$ cat config.mk
export PLATFORM = sky130hd
export DESIGN_NAME = chf_pll_reconfig
export DESIGN_NICKNAME = d
export VERILOG_FILES = /design/src/rtl/chf_pll_pkg.sv /design/src/rtl/chf_sync_bit.sv /design/src/rtl/chf_pll_reconfig.sv
export SDC_FILE = /design/constraint.sdc
export NUM_CORES = 1
export LEC_CHECK = 0
export BUFFER_PORTS_ARGS = -buffer_cell sky130_fd_sc_hd__buf_2
export CAP_MARGIN = 20
export CORE_MARGIN = 4
export CORE_UTILIZATION = 45
export DETAILED_ROUTE_END_ITERATION = 16
export GPL_TIMING_DRIVEN = 1
export PLACE_DENSITY = 0.76
export SYNTH_ARGS = -nofsm -noshare
export SYNTH_HDL_FRONTEND = slang
export SYNTH_SLANG_ARGS = --single-unit
$ cat constraint.sdc
create_clock -name clk -period 5.6 [get_ports clk]
set_input_delay 0 -clock clk [delete_from_list [all_inputs] [get_ports clk]]
set_output_delay 0 -clock clk [all_outputs]
set_load 0.01 [all_outputs]
$ cat src/rtl/chf_pll_pkg.sv
`default_nettype none
// ============================================================================
// Module   : chf_pll_pkg
// Brief    : Shared types, register map and write-table lookup for the PLL
//            reconfiguration controller.
// Revision : 1.0 - initial release
// ============================================================================
package chf_pll_pkg;

  // Controller phases.
  typedef enum logic [1:0] {
    IDLE      = 2'd0,
    WRITE     = 2'd1,
    EXTEND    = 2'd2,
    WAIT_LOCK = 2'd3
  } state_e;

  // Reconfiguration IP register addresses.
  localparam logic [5:0] A_MODE  = 6'h00;
  localparam logic [5:0] A_N     = 6'h03;
  localparam logic [5:0] A_M     = 6'h04;
  localparam logic [5:0] A_C0    = 6'h05;
  localparam logic [5:0] A_MFRAC = 6'h07;
  localparam logic [5:0] A_START = 6'h02;

  // Register payloads. Mode 0 selects waitrequest mode on the reconfig IP.
  localparam logic [31:0] D_MODE       = 32'h0000_0000;
  localparam logic [31:0] D_N          = 32'h0001_0000;
  localparam logic [31:0] D_M          = 32'h0000_0404;
  localparam logic [31:0] D_C0_NTSC    = 32'h0000_0505;
  localparam logic [31:0] D_C0_PAL     = 32'h0002_0504;
  localparam logic [31:0] D_MFRAC_NTSC = 32'h9745_BF27;
  localparam logic [31:0] D_MFRAC_PAL  = 32'hA3D7_09E8;
  localparam logic [31:0] D_START      = 32'h0000_0000;

  // Index of the start-reconfig write, the final entry of the sequence.
  localparam logic [2:0] LAST_IDX = 3'd5;

  // One Avalon-MM write: address plus data.
  typedef struct packed {
    logic [5:0]  addr;
    logic [31:0] data;
  } mgmt_word_t;

  // Six-entry reconfiguration table; pal selects the PAL clock plan.
  function automatic mgmt_word_t reconfig_entry(input logic [2:0] idx,
                                                input logic       pal);
    mgmt_word_t w;
    w.addr = A_MODE;
    w.data = D_MODE;
    case (idx)
      3'd0: begin w.addr = A_MODE;  w.data = D_MODE;  end
      3'd1: begin w.addr = A_N;     w.data = D_N;     end
      3'd2: begin w.addr = A_M;     w.data = D_M;     end
      3'd3: begin w.addr = A_C0;    w.data = pal ? D_C0_PAL : D_C0_NTSC;       end
      3'd4: begin w.addr = A_MFRAC; w.data = pal ? D_MFRAC_PAL : D_MFRAC_NTSC; end
      3'd5: begin w.addr = A_START; w.data = D_START; end
      default: begin w.addr = A_MODE; w.data = D_MODE; end
    endcase
    return w;
  endfunction

endpackage
`default_nettype wire

$ cat src/rtl/chf_sync_bit.sv
`default_nettype none
// ============================================================================
// Module   : chf_sync_bit
// Brief    : Single-bit multi-flop synchroniser with synchronous clear.
// Revision : 1.0 - initial release
// ============================================================================
module chf_sync_bit #(
  parameter int STAGES = 2
) (
  input  logic clk,
  input  logic reset,
  input  logic d_i,
  output logic q_o
);

  logic [STAGES-1:0] sync_q;

  // Shift the asynchronous input through the flop chain, oldest at the MSB.
  always_ff @(posedge clk) begin
    if (reset) begin
      sync_q <= '0;
    end else begin
      sync_q <= (sync_q << 1) | STAGES'(d_i);
    end
  end

  assign q_o = sync_q[STAGES-1];

endmodule
`default_nettype wire

$ cat src/rtl/chf_pll_reconfig.sv
`default_nettype none
// ============================================================================
// Module   : chf_pll_reconfig
// Brief    : Reprograms the system PLL over Avalon-MM whenever the NTSC/PAL
//            selection changes and holds the console core in reset until the
//            PLL relocks (or the lock wait times out).
// Revision : 1.0 - initial release
// ============================================================================
module chf_pll_reconfig
  import chf_pll_pkg::*;
#(
  parameter int SYNC_STAGES  = 2,
  parameter int RESET_EXTEND = 16,
  parameter int LOCK_TIMEOUT = 1048576
) (
  input  logic        clk,
  input  logic        reset,
  input  logic        io_pal,
  input  logic        io_pll_locked,
  input  logic        io_mgmt_waitrequest,
  output logic        io_mgmt_write,
  output logic [5:0]  io_mgmt_address,
  output logic [31:0] io_mgmt_writedata,
  output logic        io_tv_reset,
  output logic        io_busy,
  output logic        io_cur_pal,
  output logic        io_timeout
);

  // Counters hold at most PARAM-1, so $clog2 bits never wrap.
  localparam int EXT_W = (RESET_EXTEND > 1) ? $clog2(RESET_EXTEND) : 1;
  localparam int TO_W  = (LOCK_TIMEOUT > 1) ? $clog2(LOCK_TIMEOUT) : 1;
  localparam logic [EXT_W-1:0] EXT_INIT = EXT_W'(RESET_EXTEND - 1);
  localparam logic [TO_W-1:0]  TO_LAST  = TO_W'(LOCK_TIMEOUT - 1);

  logic pal_s;
  logic lock_s;

  state_e           state_q,    state_d;
  logic [2:0]       idx_q,      idx_d;
  logic             target_q,   target_d;
  logic             cur_pal_q,  cur_pal_d;
  logic             tv_reset_q, tv_reset_d;
  logic             timeout_q,  timeout_d;
  logic [EXT_W-1:0] ext_cnt_q,  ext_cnt_d;
  logic [TO_W-1:0]  to_cnt_q,   to_cnt_d;

  mgmt_word_t entry;

  chf_sync_bit #(.STAGES(SYNC_STAGES)) u_sync_pal (
    .clk   (clk),
    .reset (reset),
    .d_i   (io_pal),
    .q_o   (pal_s)
  );

  chf_sync_bit #(.STAGES(SYNC_STAGES)) u_sync_lock (
    .clk   (clk),
    .reset (reset),
    .d_i   (io_pll_locked),
    .q_o   (lock_s)
  );

  // State and datapath registers.
  always_ff @(posedge clk) begin
    if (reset) begin
      state_q    <= IDLE;
      idx_q      <= 3'd0;
      target_q   <= 1'b0;
      cur_pal_q  <= 1'b0;
      tv_reset_q <= 1'b0;
      timeout_q  <= 1'b0;
      ext_cnt_q  <= '0;
      to_cnt_q   <= '0;
    end else begin
      state_q    <= state_d;
      idx_q      <= idx_d;
      target_q   <= target_d;
      cur_pal_q  <= cur_pal_d;
      tv_reset_q <= tv_reset_d;
      timeout_q  <= timeout_d;
      ext_cnt_q  <= ext_cnt_d;
      to_cnt_q   <= to_cnt_d;
    end
  end

  // Next-state logic: program, extend reset, then wait for lock.
  always_comb begin
    state_d    = state_q;
    idx_d      = idx_q;
    target_d   = target_q;
    cur_pal_d  = cur_pal_q;
    tv_reset_d = tv_reset_q;
    timeout_d  = timeout_q;
    ext_cnt_d  = ext_cnt_q;
    to_cnt_d   = to_cnt_q;

    case (state_q)
      IDLE: begin
        // A mismatch seen here (including one that arose mid-sequence)
        // starts a fresh sequence; the core reset is raised or kept high.
        if (pal_s != cur_pal_q) begin
          state_d    = WRITE;
          idx_d      = 3'd0;
          target_d   = pal_s;
          tv_reset_d = 1'b1;
          timeout_d  = 1'b0;
        end
      end
      WRITE: begin
        if (!io_mgmt_waitrequest) begin
          if (idx_q == LAST_IDX) begin
            cur_pal_d = target_q;
            state_d   = EXTEND;
            ext_cnt_d = EXT_INIT;
          end else begin
            idx_d = idx_q + 3'd1;
          end
        end
      end
      EXTEND: begin
        if (ext_cnt_q == '0) begin
          state_d  = WAIT_LOCK;
          to_cnt_d = '0;
        end else begin
          ext_cnt_d = ext_cnt_q - 1'b1;
        end
      end
      WAIT_LOCK: begin
        // Release the core only if no follow-up sequence is pending, so
        // the reset stays continuous across back-to-back sequences.
        if (lock_s) begin
          state_d    = IDLE;
          tv_reset_d = (pal_s != cur_pal_q);
        end else if (to_cnt_q == TO_LAST) begin
          state_d    = IDLE;
          timeout_d  = 1'b1;
          tv_reset_d = (pal_s != cur_pal_q);
        end else begin
          to_cnt_d = to_cnt_q + 1'b1;
        end
      end
      default: begin
        state_d = IDLE;
      end
    endcase
  end

  assign entry             = reconfig_entry(idx_q, target_q);
  assign io_mgmt_write     = (state_q == WRITE);
  assign io_mgmt_address   = io_mgmt_write ? entry.addr : 6'h00;
  assign io_mgmt_writedata = io_mgmt_write ? entry.data : 32'h0000_0000;
  assign io_tv_reset       = tv_reset_q;
  assign io_busy           = (state_q != IDLE);
  assign io_cur_pal        = cur_pal_q;
  assign io_timeout        = timeout_q;

endmodule
`default_nettype wire

==> results.txt <==
Status - completed
Synth cell types - 54
Final hold vios - 0
Non-filler cells in the finished layout - 372
RSZ-0062 raised after global routing - false
Mean post-synth cell area - 8.217 µm²
GR Overflow Total - 0
# setup viols final - 0
Post-CTS setup buffers - 0
Synth warn - 0
Initial Util - 47.82%
Hpwl dp - 3.579 mm
HP Class - input port to flip-flop
1st-iter DRT viols - 76
DRT Pass-1 Iters - 4
Crit-path max FO - 10
CP cell instances - inv_1, ha_1, nor2b_1, o221ai_1, a31oi_1, a31oi_1, a41o_1
Io pins - 48
Crit share post-route - 44.99%
DIE HEIGHT - 80.01 µm
Maximum vdd drop - 178.9 µV
Fraction of registers with async set/reset - 0%
Reg clk slew, reported paths - 0.07 ns
Via count - 2,022
Final nets - 321
TritonCTS Buffers - 5
Antenna Cells - 0
Setup TNS - 0 ns
Via/cell ratio - 5.435
Layout cells sized above 1 - 19.34%
Final WL - 4.823 mm
Largest net degree at the start of global routing - 23
RePlAce Congestion - 0.8059
Max-cap violation count - 0
Placed cells - 363
Worst slew pin tran - 0.8077 ns
Average wire per standard cell - 12.97 µm
Crit path launch type - flip-flop
Critical Path AT - 2.70 ns
Max clock buf depth - 2
Leak - 1.046 nW
Cell area after synthesis - 2333 µm²
Die area - 6402 µm²
Synth Flop Type - dfxtp_1
Max Slew Vio Count - 0
I/O Buffers - 38
Rows - 25
Die W - 80.01 µm
CTS Sinks - 37
Crit Path Class - flip-flop to flip-flop
Core outline area - 4880 µm²
TritonCTS clock tree - done
CP max stage cell - nor2b_1
Number of global-route vias before repair - 1,774
Crit-path max cell delay - 0.62 ns
GRT Resource Usage Total - 15.71%
Initial antenna violation count - 0
CP Buf/Inv Count - 1
CP dominant cell by count - a31oi_1
First-pass GRT wire length - 8.142 mm
Peak Freq - 396.9 MHz
Crit path capture type - flip-flop
Post-route ant nets - 0
Synth Instances - 284
DRC Markers - 0
CTS root buf - clkbuf_8
Htree depth - 2
Critical Path RT - 5.78 ns
Final Power - 0.6654 mW
Synth Register Bits - 37
Post-synth EDFFs - 0
Tmin final - 2.519 ns
Synth-to-Final Area Change - 7.560%
Clk_lat worst skew - 0.28 ns
Final Cell Area - 2510 µm²
Min Hold Slack - 0.1235 ns
Worst rel slew slack - 46.16%
Fin Clk Skew - 0.002294 ns
Share of the yosys chip area belonging to registers - 31.74%
Power Density - 265.1 nW/µm²
Kind of cell adding the most delay to the critical path - compound AO/OA/AOI/OAI gates
Post-DP Area - 2404 µm²
cell usage after synthesis, types with 3 or more instances:
library cell	number	area (µm²)
and3_1	4	25.02
a21oi_1	25	125.1
ha_1	11	137.6
dfxtp_1	37	740.7
nor3_1	5	25.02
nor2b_1	8	50.05
buf_4	28	210.2
o21ai_0	9	45.04
mux2i_1	4	40.04
nand3_1	7	35.03
a31oi_1	5	31.28
clkbuf_1	5	18.77
inv_1	14	52.55
o2111ai_1	4	35.03
a41o_1	3	30.03
xnor2_1	3	26.28
nor4_1	3	18.77
nand2b_1	4	25.02
nand4_1	5	31.28
or3_1	3	18.77
a311oi_1	3	26.28
nand2_1	20	75.07
xor2_1	5	43.79
nor2_1	31	116.4
metal layers:
layer	vias up	global-route usage [%]	part of all wire [%]
met4	0	4.561	1.3
li1	1026	-	-
met2	62	26.49	48
met3	6	3.499	6.1
met5	-	0	0
met1	928	19.94	44
stage by stage:
step	utilization [%]	setup WS (ns)
floorplan	-	3.628
global route	51.44	2.798
finish	51.44	3.081
CTS	51.44	3.088
detailed placement	49.26	3.147
global placement	49.26	3.283
flip-flops by register name, summed over array words and instances (netlist names):
register	count
io_cur_pal	1
target_q	1
to_cnt_q	20
u_sync_lock.sync_q	2
u_sync_pal.sync_q	2
ext_cnt_q	4
idx_q	3
state_q	2
io_timeout	1
io_tv_reset	1
area by class of cell:
cell class              instances  area, µm²
inverters                      14      52.55
well taps                      67      83.83
repair buffers                 40      210.2
fillers                       476       2370
flip-flops and latches         37      740.7
multi-input cells             207       1336
clock buffers                   7      86.33
what timing repair did:
action                    in CTS  in global routing
hold endpoints to repair       2                  0
resized for setup              0                  0
hold buffers                   2                  0
final timing paths:
check | from | cells after the start | endpoint | slack [ns]
max reg2reg | state_q[0] | 7 | to_cnt_q[4] | 3.08
min reg2reg | u_sync_lock.sync_q[0] | 1 | u_sync_lock.sync_q[1] | 0.45
max | state_q[0] | 7 | to_cnt_q[4] | 3.08
min | reset | 2 | io_cur_pal | 0.12
where the power goes:
part	internal (mW)	switching (mW)	leakage, nW
registers	0.277	0.0116	0.299
logic	0.0667	0.125	0.703
clock network	0.0976	0.0875	0.0443
layout by cell type (no fill, tap or decap), drive strengths merged, types with 3 or more instances in the layout:
| master | count |
|---|---|
| a21oi | 25 |
| a311oi | 3 |
| a31oi | 5 |
| a41o | 3 |
| and3 | 4 |
| buf | 38 |
| clkbuf | 7 |
| conb | 9 |
| dfxtp | 37 |
| ha | 11 |
| inv | 14 |
| mux2i | 4 |
| nand2 | 20 |
| nand2b | 4 |
| nand3 | 8 |
| nand4 | 5 |
| nor2 | 31 |
| nor2b | 8 |
| nor3 | 6 |
| nor4 | 3 |
| o2111ai | 4 |
| o21ai | 10 |
| or3 | 3 |
| or4 | 3 |
| xnor2 | 3 |
| xor2 | 5 |
worst reg2reg max path: stages (launching register included):
cell and delay (ns):
dfxtp_1 0.34, inv_1 0.08, ha_1 0.32, nor2b_1 0.62, o221ai_1 0.19, a31oi_1 0.46
a31oi_1 0.17, a41o_1 0.23
logic make-up (layout without fill, tap and decap cells):
group           count (synthesis)  after routing  share of synthesized area (%)
mux                             4              4                          1.716
compound gates                 69             69                          21.13
simple gates                  106            106                          24.07
xor+xnor                        8              8                          3.003
buf+inv                        48             61                          12.28
fa+ha+maj                      11             11                          5.898
other cells                     1              9                         0.1607
flops                          37             37                          31.74
Power figures use the tool's default switching activity.
